**src/rtl/riscv_hazard_ctrl.sv**
```systemverilog
// riscv_hazard_ctrl -- pipeline hazard controller for the RISC-V core.
//
// Tracks every in-flight register writer that has left ID in a small shift
// register of DEPTH = NUM_STAGES-2 tracking registers (register 0 = EX,
// register DEPTH-1 = WB). From that state plus the current ID/EX/MEM inputs
// it derives, combinationally (0-cycle latency):
//   - ID->EX operand forwarding selects for rs1 and rs2,
//   - load-use stalls,
//   - branch flushes of IF/ID,
//   - data-memory wait stalls.
//
// Forward-select encoding: 0 = register file, k = result of the writer that
// sits in tracking register k-1 this cycle. When the consumer enters EX on
// the next edge, that writer is exactly k stages ahead of it. An entry in
// EX therefore has select 1, and the WB entry has select DEPTH, hence the
// requirement 2**FWD_W > DEPTH. A non-load is always forwardable. A load is
// forwardable once its select is >= LOAD_READY.
//
// Handshake: mem_ready is a per-cycle accept/return strobe from data memory.
// When it is low, the whole front of the pipe (stages 0..3) holds and the
// tracking registers freeze. A taken branch in that cycle is not acted on
// and must be presented again once mem_ready is high.
//
// Optional feature: define HAZ_PERF_CNT_EN to add the free-running, wrapping
// 32-bit counters stall_cnt_o (memory-wait and load-use cycles) and
// flush_cnt_o (branch flush cycles).
//
// Ports:
//   clk          rising-edge clock
//   rst          asynchronous reset, active low
//   id_*         instruction currently in ID (valid, sources, destination)
//   ex_br_taken  branch/jump in EX resolved taken
//   mem_ready    data memory accepts/returns this cycle (0 = wait state)
//   stall_o      stall[i]=1 holds pipeline stage i
//   flush_o      bit0 squashes IF, bit1 squashes ID
//   fwd_rs1_o    forward select for rs1 (encoding above)
//   fwd_rs2_o    forward select for rs2
//   stall_cnt_o  (HAZ_PERF_CNT_EN only) stall cycle counter
//   flush_cnt_o  (HAZ_PERF_CNT_EN only) flush cycle counter
module riscv_hazard_ctrl #(
  parameter int NUM_STAGES = 5,
  parameter int REG_AW     = 5,
  parameter int LOAD_READY = 2,
  parameter int FWD_W      = 2
) (
  input  logic                  clk,
  input  logic                  rst,
  input  logic                  id_valid,
  input  logic [REG_AW-1:0]     id_rs1_idx,
  input  logic [REG_AW-1:0]     id_rs2_idx,
  input  logic                  id_rs1_re,
  input  logic                  id_rs2_re,
  input  logic [REG_AW-1:0]     id_rd_idx,
  input  logic                  id_rd_we,
  input  logic                  id_is_load,
  input  logic                  ex_br_taken,
  input  logic                  mem_ready,
  output logic [NUM_STAGES-1:0] stall_o,
  output logic [1:0]            flush_o,
  output logic [FWD_W-1:0]      fwd_rs1_o,
  output logic [FWD_W-1:0]      fwd_rs2_o
`ifdef HAZ_PERF_CNT_EN
  ,
  output logic [31:0]           stall_cnt_o,
  output logic [31:0]           flush_cnt_o
`endif
);

  localparam int DEPTH = NUM_STAGES - 2;

  // Tracking registers: the only state of the core function.
  logic [DEPTH-1:0]  slot_valid;
  logic [DEPTH-1:0]  slot_load;
  logic [REG_AW-1:0] slot_rd [DEPTH];

  // Source lookup results.
  logic             hit1, hit2;
  logic             load1, load2;
  logic [FWD_W-1:0] sel1, sel2;
  logic             rdy1, rdy2;
  logic             load_use;

  // Control decisions.
  logic shift_en;
  logic insert_en;
  logic stall_evt;
  logic flush_evt;

  // Youngest-match search. Scanning from oldest to youngest lets the
  // youngest (lowest-index) hit overwrite older ones.
  always_comb begin
    hit1  = 1'b0;
    hit2  = 1'b0;
    load1 = 1'b0;
    load2 = 1'b0;
    sel1  = '0;
    sel2  = '0;
    for (int j = DEPTH - 1; j >= 0; j--) begin
      if (slot_valid[j] && id_rs1_re && (id_rs1_idx != '0) &&
          (slot_rd[j] == id_rs1_idx)) begin
        hit1  = 1'b1;
        load1 = slot_load[j];
        sel1  = FWD_W'(j + 1);
      end
      if (slot_valid[j] && id_rs2_re && (id_rs2_idx != '0) &&
          (slot_rd[j] == id_rs2_idx)) begin
        hit2  = 1'b1;
        load2 = slot_load[j];
        sel2  = FWD_W'(j + 1);
      end
    end
  end

  // A missing match counts as ready (read from the register file).
  assign rdy1     = !hit1 || !load1 || (int'(sel1) >= LOAD_READY);
  assign rdy2     = !hit2 || !load2 || (int'(sel2) >= LOAD_READY);
  assign load_use = id_valid && (!rdy1 || !rdy2);

  // Priority: memory wait > taken branch > load-use > normal advance.
  always_comb begin
    stall_o   = '0;
    flush_o   = 2'b00;
    fwd_rs1_o = '0;
    fwd_rs2_o = '0;
    shift_en  = 1'b0;
    insert_en = 1'b0;
    stall_evt = 1'b0;
    flush_evt = 1'b0;
    if (rst) begin
      fwd_rs1_o = (hit1 && rdy1) ? sel1 : '0;
      fwd_rs2_o = (hit2 && rdy2) ? sel2 : '0;
      if (!mem_ready) begin
        for (int i = 0; i < NUM_STAGES; i++) begin
          if (i < 4) stall_o[i] = 1'b1;
        end
        stall_evt = 1'b1;
      end else if (ex_br_taken) begin
        flush_o   = 2'b11;
        shift_en  = 1'b1;
        flush_evt = 1'b1;
      end else if (load_use) begin
        for (int i = 0; i < NUM_STAGES; i++) begin
          if (i < 2) stall_o[i] = 1'b1;
        end
        shift_en  = 1'b1;
        stall_evt = 1'b1;
      end else begin
        shift_en  = 1'b1;
        insert_en = 1'b1;
      end
    end
  end

  // Shift register: bubble on flush/load-use, ID writer otherwise.
  // Writers to x0 are never tracked.
  always_ff @(posedge clk or negedge rst) begin
    if (!rst) begin
      slot_valid <= '0;
      slot_load  <= '0;
      for (int k = 0; k < DEPTH; k++) slot_rd[k] <= '0;
    end else if (shift_en) begin
      for (int k = DEPTH - 1; k >= 1; k--) begin
        slot_valid[k] <= slot_valid[k-1];
        slot_load[k]  <= slot_load[k-1];
        slot_rd[k]    <= slot_rd[k-1];
      end
      slot_valid[0] <= insert_en && id_valid && id_rd_we && (id_rd_idx != '0);
      slot_load[0]  <= insert_en && id_is_load;
      slot_rd[0]    <= id_rd_idx;
    end
  end

`ifdef HAZ_PERF_CNT_EN
  always_ff @(posedge clk or negedge rst) begin
    if (!rst) begin
      stall_cnt_o <= '0;
      flush_cnt_o <= '0;
    end else begin
      if (stall_evt) stall_cnt_o <= stall_cnt_o + 32'd1;
      if (flush_evt) flush_cnt_o <= flush_cnt_o + 32'd1;
    end
  end
`else
  // Decision strobes only feed the optional counters.
  logic unused_evt;
  assign unused_evt = stall_evt ^ flush_evt;
`endif

endmodule

```
**config.mk**
```make
export PLATFORM = sky130hd
export DESIGN_NAME = riscv_hazard_ctrl
export DESIGN_NICKNAME = d
export VERILOG_FILES = /design/src/rtl/riscv_hazard_ctrl.sv
export SDC_FILE = /design/constraint.sdc
export NUM_CORES = 1
export LEC_CHECK = 0
export BUFFER_PORTS_ARGS = -buffer_cell sky130_fd_sc_hd__buf_2
export CAP_MARGIN = 20
export CORE_AREA = 2 2 69 71
export DETAILED_ROUTE_END_ITERATION = 7
export DIE_AREA = 0 0 71 73
export PLACE_DENSITY = 0.56
export RECOVER_POWER = 50
export SETUP_SLACK_MARGIN = 0.02
export SYNTH_ARGS = -nofsm -noshare
export SYNTH_HDL_FRONTEND = slang
export SYNTH_SLANG_ARGS = --single-unit
```
**constraint.sdc**
```tcl
create_clock -name clk -period 3.5 [get_ports clk]
set_input_delay 0.35 -clock clk [delete_from_list [all_inputs] [get_ports clk]]
set_output_delay 0.35 -clock clk [all_outputs]
set_load 0.005 [all_outputs]
```
==> results.md, run 1 <==
Status:
- The run finished with clean final reports.

Final layout:
- 0 antenna diodes ended up in the layout.
- The count of placed standard cells in the final layout, fillers left out is 202.
- The growth of design area from synthesis to finish is 17.4%.
- The proportion of layout cells with a drive suffix above 1 is 0.405.
- The number of filler cells placed in the layout is 466.
- For this run, the post-layout net count is 173.

Global routing:
- The via count of the first global-routing pass is 1093.
- Entering global routing, the biggest net connects 28 pins.
- The number of antenna violations at the first check in global routing is 0.
- The global routing usage summed across all routing layers is 0.126.
- The total overflow left after global routing is 0.
- The first-pass GRT wire length is 4980 µm.

Worst setup path:
- Data on the critical path is required at its endpoint by 3.15 ns.
- The element type at the critical path start is a register.
- The critical path class is reg -> out.
- STA classifies the critical path endpoint as an output pin.
- The arrival time of the worst setup path is 2.07 ns.
- The biggest fanout along the worst timing path is 4.

Logic synthesis:
- The count of warnings emitted by yosys is 0.
- The summed instance area of the synthesized netlist is 0.00131 mm².
- The number of register bits inferred by synthesis is 19.
- The fraction of post-synthesis cell area in the top cell type by area is 0.364.
- The largest total area in the synthesized netlist belongs to sky130_fd_sc_hd__dfrtp_1.
- Synthesis produced a netlist whose cell count is 118.
- The synthesized area per cell is 11.1 µm².
- By area the synthesized netlist is led by sky130_fd_sc_hd__dfrtp_1 36%, sky130_fd_sc_hd__mux2_2 15%, sky130_fd_sc_hd__xor2_1 13%.
- Of the synthesized area, sequential elements account for 0.364.
- The number of different library cells used by synthesis comes to 36.
- When the netlist entered floorplanning its net count stood at 142.

STA:
- Setup repair after global routing left no endpoint under its margin.
- The worst path needs 2.42 ns of the cycle, external delays included.
- In this run the tightest slew margin relative to its limit is 0.125.
- Summed over all failing endpoints, the final setup total negative slack is 0 ns.
- The number of hold violations in the final report was 0.
- Clock skew on the completed layout was measured at 0.00190 ns.
- The maximum frequency from static timing analysis is 0.414 GHz.
- The pin slew with the least headroom to its limit is 1.31 ns.
- The final cycle utilization of the critical path is 0.691.
- Once routing completed, OpenROAD measured the worst setup slack at 1.08 ns.
- Setup violations remaining at the end of the flow were counted as 0.
- The max-slew violation count is 0.

Placed design:
- The final weighted congestion in routability-driven placement is 0.817.
- The setup slack at placement is 1.29 ns.
- The count of buffers added on input and output ports is 33.
- Summed over all nets, the half-perimeter wirelength after detailed placement is 2450 µm.
- Including well taps, the total number of placed cells is 198.

Clocking:
- The clock reaches the later pin of the worst-skew pair after 0.26 ns.
- Gates resized during post-CTS repair numbered 0.
- The number of levels in the clock H-tree is 1.
- The number of hold buffers added after CTS was 0.
- The post-CTS setup-driven buffer insertion count is 0.
- Clock-pin slew was measured on the worst setup and hold paths at 0.07 ns.
- Counting every sink on the clock net gives 19.
- TritonCTS built the clock tree.
- Counting the buffers created by CTS gives 3.
- The buffer cell driving the clock tree root is sky130_fd_sc_hd__clkbuf_8.
- The longest clock path from root to sink contains 2 buffers.

Flow run:
- The number of maximum-capacitance constraint violations is 0.

Routing:
- The violation count after the first detailed-routing iteration is 19.
- Dividing the detail-routed wire length by the instance count gives 14.9 µm.
- The number of remaining DRC errors is 0.
- The detail route stage leaves a number of antenna-violating nets equal to 0.
- The number of optimization iterations in the first detailed-route pass is 4.
- Dividing the detail-routed via count by the number of cells gives 4.98.
- Summed over all layers, the routed wires come to 3010 µm.
- Summing over every cut layer, the via total after detailed routing is 1006.

Floorplanning:
- The starting density of the core is 0.288.
- The horizontal die dimension is 71 µm.
- The die outline area is 0.00518 mm².
- The die is 73 µm tall.
- The number of placement rows is 25.
- The region available for standard cell placement spans 0.00454 mm².
- The boundary pin count is 35.

Power:
- The maximum VDD drop is 0.133 mV.
- The leakage power of the design is 0.000706 µW.
- The power per standard cell area is 436 mW/mm².

Min path:
- The path category of the worst min-delay check is in -> reg.
[path summary, 6_finish.rpt]
check	start	cells after the start	slack, ns	endpoint
worst max-delay path	slot_rd[12]	6	1.08	stall_o[1]
worst min-delay path	id_valid	2	0.31	slot_load[0]
worst max register to register	slot_rd[12]	5	1.75	slot_valid[0]
worst min register to register	slot_valid[2]	1	0.55	slot_valid[2]
max in group asynchronous	rst	1	2.36	slot_valid[0]
min in group asynchronous	rst	1	0.36	slot_rd[9]
[layer usage]
metal	vias to the layer above	track usage	routed length, µm
met3	9	0.0221	101
li1	484	-	-
met2	22	0.216	1500
met1	491	0.144	1290
met5	-	0	0
met4	0	0.0818	116
[registers in the layout, indices dropped and copies added, names as in the netlist]
signal / flops
slot_rd: 15
slot_load: 1
slot_valid: 3
[power breakdown]
group / internal [µW] / switching, µW / total [µW]
Combinational: 104 / 78.5 / 183
Sequential: 267 / 66.9 / 334
Clock: 79.2 / 73.0 / 152
[cells by family after synthesis]
| family | after synthesis | synth area share |
|---|---|---|
| simple gates | 29 | 0.161 |
| other cells | 1 | 0.00287 |
| buf+inv | 9 | 0.0441 |
| compound gates | 13 | 0.0805 |
| xor+xnor | 30 | 0.201 |
| flops | 19 | 0.364 |
| mux | 17 | 0.147 |
[cell usage in the layout (no fill, tap or decap), drive strengths merged, types with 2 or more instances in the layout]
| cell type | count |
|---|---|
| buf | 32 |
| xor2 | 20 |
| dfrtp | 19 |
| mux2 | 17 |
| xnor2 | 10 |
| nor4 | 5 |
| nor2 | 4 |
| nand4 | 4 |
| nand2 | 4 |
| clkbuf | 4 |
| o21ai | 4 |
| o21a | 3 |
| or4 | 3 |
| inv | 2 |
[cells in the mapped netlist, drive strengths merged]
cell type  count
and4           1
buf            6
o21a           3
nor4           5
nand4          4
or4            3
nor4b          1
o211a          1
a41oi          1
xor2          20
a31o           1
clkbuf         1
nor3b          1
o2111ai        1
inv            2
and2           1
nor3           1
nor2b          1
nor2           4
o21ai          4
conb           1
a21boi         1
mux2          17
and3           1
nand3          1
nand2          4
xnor2         10
dfrtp         19
nand4b         1
a211oi         1
[worst max-delay path, stage by stage (launching register included)]
cell	delay [ns]
sky130_fd_sc_hd__dfrtp_1	0.46
sky130_fd_sc_hd__xor2_1	0.19
sky130_fd_sc_hd__nor4_1	0.43
sky130_fd_sc_hd__nand4_1	0.21
sky130_fd_sc_hd__a21boi_1	0.24
sky130_fd_sc_hd__a31o_1	0.18
sky130_fd_sc_hd__buf_2	0.11
[area by class of cell]
| type | count | area [µm²] | share of cell area |
|---|---|---|---|
| multi-input combinational | 90 | 773 | 0.504 |
| sequential | 19 | 475 | 0.310 |
| timing repair buffer | 33 | 164 | 0.107 |
| tap | 54 | 67.6 | 0.0440 |
| clock buffer | 3 | 41.3 | 0.0269 |
| inverter | 2 | 7.51 | 0.00489 |
| clock inverter | 1 | 5.00 | 0.00326 |
[stage by stage]
stage	util	hold WS (ns)	area [µm²]	power [µW]
after CTS	0.338	0.0771	1540	675
final	0.338	0.314	1530	669
after detailed placement	0.328	0.358	1490	523
after floorplan	-	0.0544	1310	456
after global placement	0.328	0.359	1490	514
after global routing	0.338	0.332	1530	710
(Power assumes the default switching activity.)
==> run 2: changes to the inputs <==
Settings changed: ABC_AREA set to 1, CORE_AREA 2 2 69 71 to 2 2 72 74, DIE_AREA 0 0 71 73 to 0 0 74 76, PLACE_DENSITY 0.56 to 0.55.
Clock period 3.5 ns to 2.5 ns, I/O delays scaled along.
==> run 2 against run 1 <==
Cell count up 64%. Count of clock-buffer cells in the layout unchanged. Die area up 8.5%. Critical path type is now in -> out. Sequential power up 20%. Synthesized cell count up 95%. Largest cell class unchanged. Via count up 43%. Critical path depth down 1. Largest power group unchanged. Highest routed layer unchanged. Non-clock buffer count up 3. Wire length up 35%. Sequential share of layout area down 2.7 points.
==> results.md, run 2 <==
Clocking:
- TritonCTS built the clock tree.
- The buffer depth of the longest clock path came to 2 (unchanged).
- The clock input transition at the sequential cells of the worst setup and hold paths is 0.08 ns (about the same).
- The total clock sinks was 19 (unchanged).
- The number of levels in the clock H-tree was 1 (unchanged).
- The insertion delay to the later sink of the worst-skew pair was 0.26 ns (about the same).
- The number of buffers added by the clock tree synthesis step was 3 (unchanged).
- The buffer cell driving the clock tree root is sky130_fd_sc_hd__clkbuf_8.
- The post-CTS setup-driven buffer insertion count was 0 (unchanged).

Routing:
- The post-route antenna net violation count is 0 (unchanged).
- The routed wire length is 4070 µm (+35%).
- The violation count after the first detailed-routing iteration is 71 (+52).
- The total number of vias came to 1441 (+43%).
- The post-detailed-route wirelength per cell came to 12.3 µm (-18%).
- The number of optimization iterations in the first detailed-route pass came to 4 (unchanged).
- The via count normalized by instance count is 4.34 (-13%).
- The number of remaining DRC errors was 0 (unchanged).

Power:
- The total power after layout is 848 µW (+27%).
- The reported net switching power is 303 µW (+39%).
- The clock network fraction of total power is 0.265 (+0.037).
- The maximum VDD drop is 0.149 mV (+12%).
- The switching fraction of total power came to 0.357 (+0.0307).
- The share of power burned in registers is 0.474 (-0.025).
- The power per standard cell area is 504 mW/mm² (+16%).
- The leakage power of the design is 0.000877 µW (+24%).
- The proportion of power drawn by combinational gates came to 0.262 (-0.012).
- The internal power summed over all cells is 545 µW (+21%).

STA:
- The final critical delay including setup and external delays is 2.02 ns.
- The number of hold violations in the final report is 0 (unchanged).
- Timing would allow up to 0.496 GHz.
- The max-slew violation count is 0 (unchanged).
- The final worst hold slack is 0.219 ns (-0.0957 ns).
- The final worst clock skew is 0.00242 ns (+0.000519 ns).
- Of the available clock period, the critical path in the final layout requires 0.807.
- Setup repair after global routing left no endpoint under its margin.
- The setup TNS is 0 ns (unchanged).
- The number of failing setup endpoints in the final timing report came to 0 (unchanged).

Placed design:
- The estimated wirelength of the detail-placed design is 3300 µm (+35%).
- The number of buffers inserted by port buffering is 33 (unchanged).
- The cell total after placement is 327 (+65%).
- The post-place instance area is 0.00163 mm² (+9.2%).
- The final weighted congestion in routability-driven placement is 0.897 (+9.9%).

Worst setup path:
- The critical path class is in -> out.
- STA classifies the critical path endpoint as an output pin.
- The end of the worst register-to-register path is slot_load[0].
- The cell count of the worst reg-to-reg path is 10 (+5).
- The origin of the worst setup path is rst.
- The arrival time of the worst setup path is 1.77 ns (-0.30 ns).
- The critical path required time is 2.25 ns (-0.90 ns).
- The element type at the critical path start is an input pin.
- The startpoint of the worst-slack reg-to-reg timing path is slot_rd[12].
- The biggest fanout along the worst timing path is 15 (+11).
- The reg-to-reg setup timing slack is 1.07 ns (-0.68 ns).

Floorplanning:
- The die height is 76 µm (+4.1%).
- The die outline area is 0.00562 mm² (+8.5%).
- The number of placement rows is 26 (+4.0%).
- The horizontal die dimension is 74 µm (+4.2%).
- The boundary pin count is 35 (unchanged).
- The starting density of the core is 0.286 (-0.00221).
- The total core area came to 0.00491 mm² (+8.3%).

Final layout:
- The total inserted antenna cells came to 0 (unchanged).
- The number of filler cells placed in the layout is 548 (+18%).
- Leaving out fill and tap cells, the most frequent cell in the layout is sky130_fd_sc_hd__nand2_1.
- The number of nets in the finished design is 287 (+66%).
- The cell area after layout is 0.00168 mm² (+9.6%).
- The largest registers in the layout are slot_rd x15, slot_valid x3, slot_load x1.
- The growth of design area from synthesis to finish is 19.8%.
- The library cells used most frequently in the layout, excluding fill and tap cells, are 89 x sky130_fd_sc_hd__nand2_1, 33 x sky130_fd_sc_hd__buf_2, 21 x sky130_fd_sc_hd__inv_1.
- The register with the most flip-flops is slot_rd.
- The count of placed standard cells in the final layout, fillers left out came to 332 (+64%).
- The proportion of layout cells with a drive suffix above 1 came to 0.225 (-0.180).
- The flip-flop count of the largest register, all copies and words added is 15 (unchanged).

Logic synthesis:
- The most instantiated flip-flop cell in the synthesis netlist is sky130_fd_sc_hd__dfrtp_1.
- The cell count after synthesis is 230 (+95%).
- The async set-or-reset flop fraction in the synthesized netlist is 1.00 (unchanged).
- The complex-gate fraction of the synthesized area is 0.147 (+0.0666).
- sky130_fd_sc_hd__nand2_1 is the most common cell in the netlist.
- The count of warnings emitted by yosys came to 0 (unchanged).
- The total nets after synthesis is 254 (+79%).
- The summed instance area of the synthesized netlist was 0.00140 mm² (+7.5%).
- Of all cell types, the one taking the most synthesized area is sky130_fd_sc_hd__dfrtp_1.
- The fraction of the yosys area taken by sequential cells is 0.339 (-0.0253).
- In the post-synthesis netlist, the biggest area contributors are sky130_fd_sc_hd__dfrtp_1 34%, sky130_fd_sc_hd__nand2_1 24%, sky130_fd_sc_hd__o21ai_0 6.8%.
- The post-synthesis cell type count is 23 (-36%).
- The synthesized area per cell is 6.10 µm² (-45%).
- After synthesis, the largest family of logic cells by area is simple AND/OR/NAND/NOR gates.
- The simple-gate area share of the yosys netlist came to 0.358 (+0.197).
- The fraction of synthesized cell area in xor and xnor cells was 0.0187 (-0.182).
- The fraction of post-synthesis cell area in the top cell type by area is 0.339 (-0.0253).
- The share of synthesized cell area in full adder, half adder and majority cells came to 0 (unchanged).
- The number of register bits inferred by synthesis was 19 (unchanged).
- By count the netlist is led by 89 x sky130_fd_sc_hd__nand2_1, 21 x sky130_fd_sc_hd__inv_1, 19 x sky130_fd_sc_hd__dfrtp_1, 19 x sky130_fd_sc_hd__o21ai_0.
- The multiplexer share of the synthesized area is 0 (-0.147).
- The number of enable-type register cells in the synthesized netlist was 0 (unchanged).

Flow run:
- The number of maximum-capacitance constraint violations was 0 (unchanged).

Global routing:
- The largest net degree at the start of global routing is 18 (-36%).
- The first-pass GRT wire length is 6720 µm (+35%).
- The residual overflow from global routing is 0 (unchanged).
- The via count of the first global-routing pass is 1384 (+27%).
- The global routing usage summed across all routing layers was 0.156 (+0.0305).
- The number of antenna violations at the first check in global routing came to 0 (unchanged).

Min path:
- The worst hold path belongs to the class in -> reg.
- The hold path depth is 3 (+1).
- The endpoint of the worst hold path is slot_rd[14].
- In this run the most critical hold path is launched from id_rd_idx[4].

Status:
- The flow ran to the end, and the final reports show no timing, DRC or antenna violations.
run 2: changes by cell type in the layout (fill, tap and decap cells not counted), sizes merged, moves of 15 or more:
| cell | delta |
|---|---|
| nand2 | +87 |
| o21ai | +15 |
| mux2 | -17 |
| xor2 | -18 |
| inv | +32 |
run 2: timing repair:
item | 4_1_cts | 5_1_grt
endpoints found under the hold margin | 7 | 0
hold buffers | 1 | 0
setup endpoints to repair | 0 | 0
gates resized for setup | 0 | 0
run 2: final cells by class:
cell class	count	area (µm²)	share of cell area
clock buffers	3	41.3	0.0246
repair buffers	36	190	0.113
inverters	38	143	0.0848
well taps	70	87.6	0.0521
flip-flops and latches	19	475	0.283
clock inverters	1	5.00	0.00298
multi-input cells	165	739	0.440
run 2: cells by family after synthesis:
family	Yosys count
AO/OA/AOI/OAI	38
other	1
XOR/XNOR	3
flip-flops	19
buffers and inverters	46
AND/OR/NAND/NOR	123
run 2: stage by stage:
stage / util / worst slack [ns]
3_3_place_gp: 0.331 / 0.852
2_1_floorplan: - / 1.05
6_report: 0.342 / 0.484
5_1_grt: 0.342 / 0.299
4_1_cts: 0.342 / 0.437
3_5_place_dp: 0.331 / 0.851
run 2: critical path: stages:
cell and delay [ns]:
sky130_fd_sc_hd__dlygate4sd3_1 0.52, sky130_fd_sc_hd__buf_2 0.30, sky130_fd_sc_hd__nand2_1 0.33, sky130_fd_sc_hd__nor2_1 0.22, sky130_fd_sc_hd__buf_2 0.14
run 2: routing by layer:
| layer | vias to the layer above | routed length [µm] | global-route usage |
|---|---|---|---|
| li1 | 776 | - | - |
| met1 | 628 | 1920 | 0.213 |
| met2 | 32 | 1920 | 0.252 |
| met3 | 5 | 153 | 0.0132 |
| met4 | 0 | 74 | 0.0600 |
| met5 | - | 0 | 0 |
run 2: how the worst max path moves through the flow:
stage / to / slack, ns / cells past startpoint
after CTS: flush_o[1] / 0.44 / 5
after global placement: stall_o[1] / 0.85 / 10
after floorplan: stall_o[1] / 1.05 / 10
final: flush_o[1] / 0.48 / 5
after global routing: flush_o[1] / 0.30 / 5
after detailed placement: stall_o[1] / 0.85 / 10
run 2: power by group through the flow:
stage / combinational, µW / sequential [µW] / clock (µW)
floorplan: 149 / 390 / 0
global placement: 223 / 408 / 0
detailed placement: 223 / 406 / 0
CTS: 225 / 400 / 228
global route: 259 / 408 / 243
finish: 222 / 402 / 224
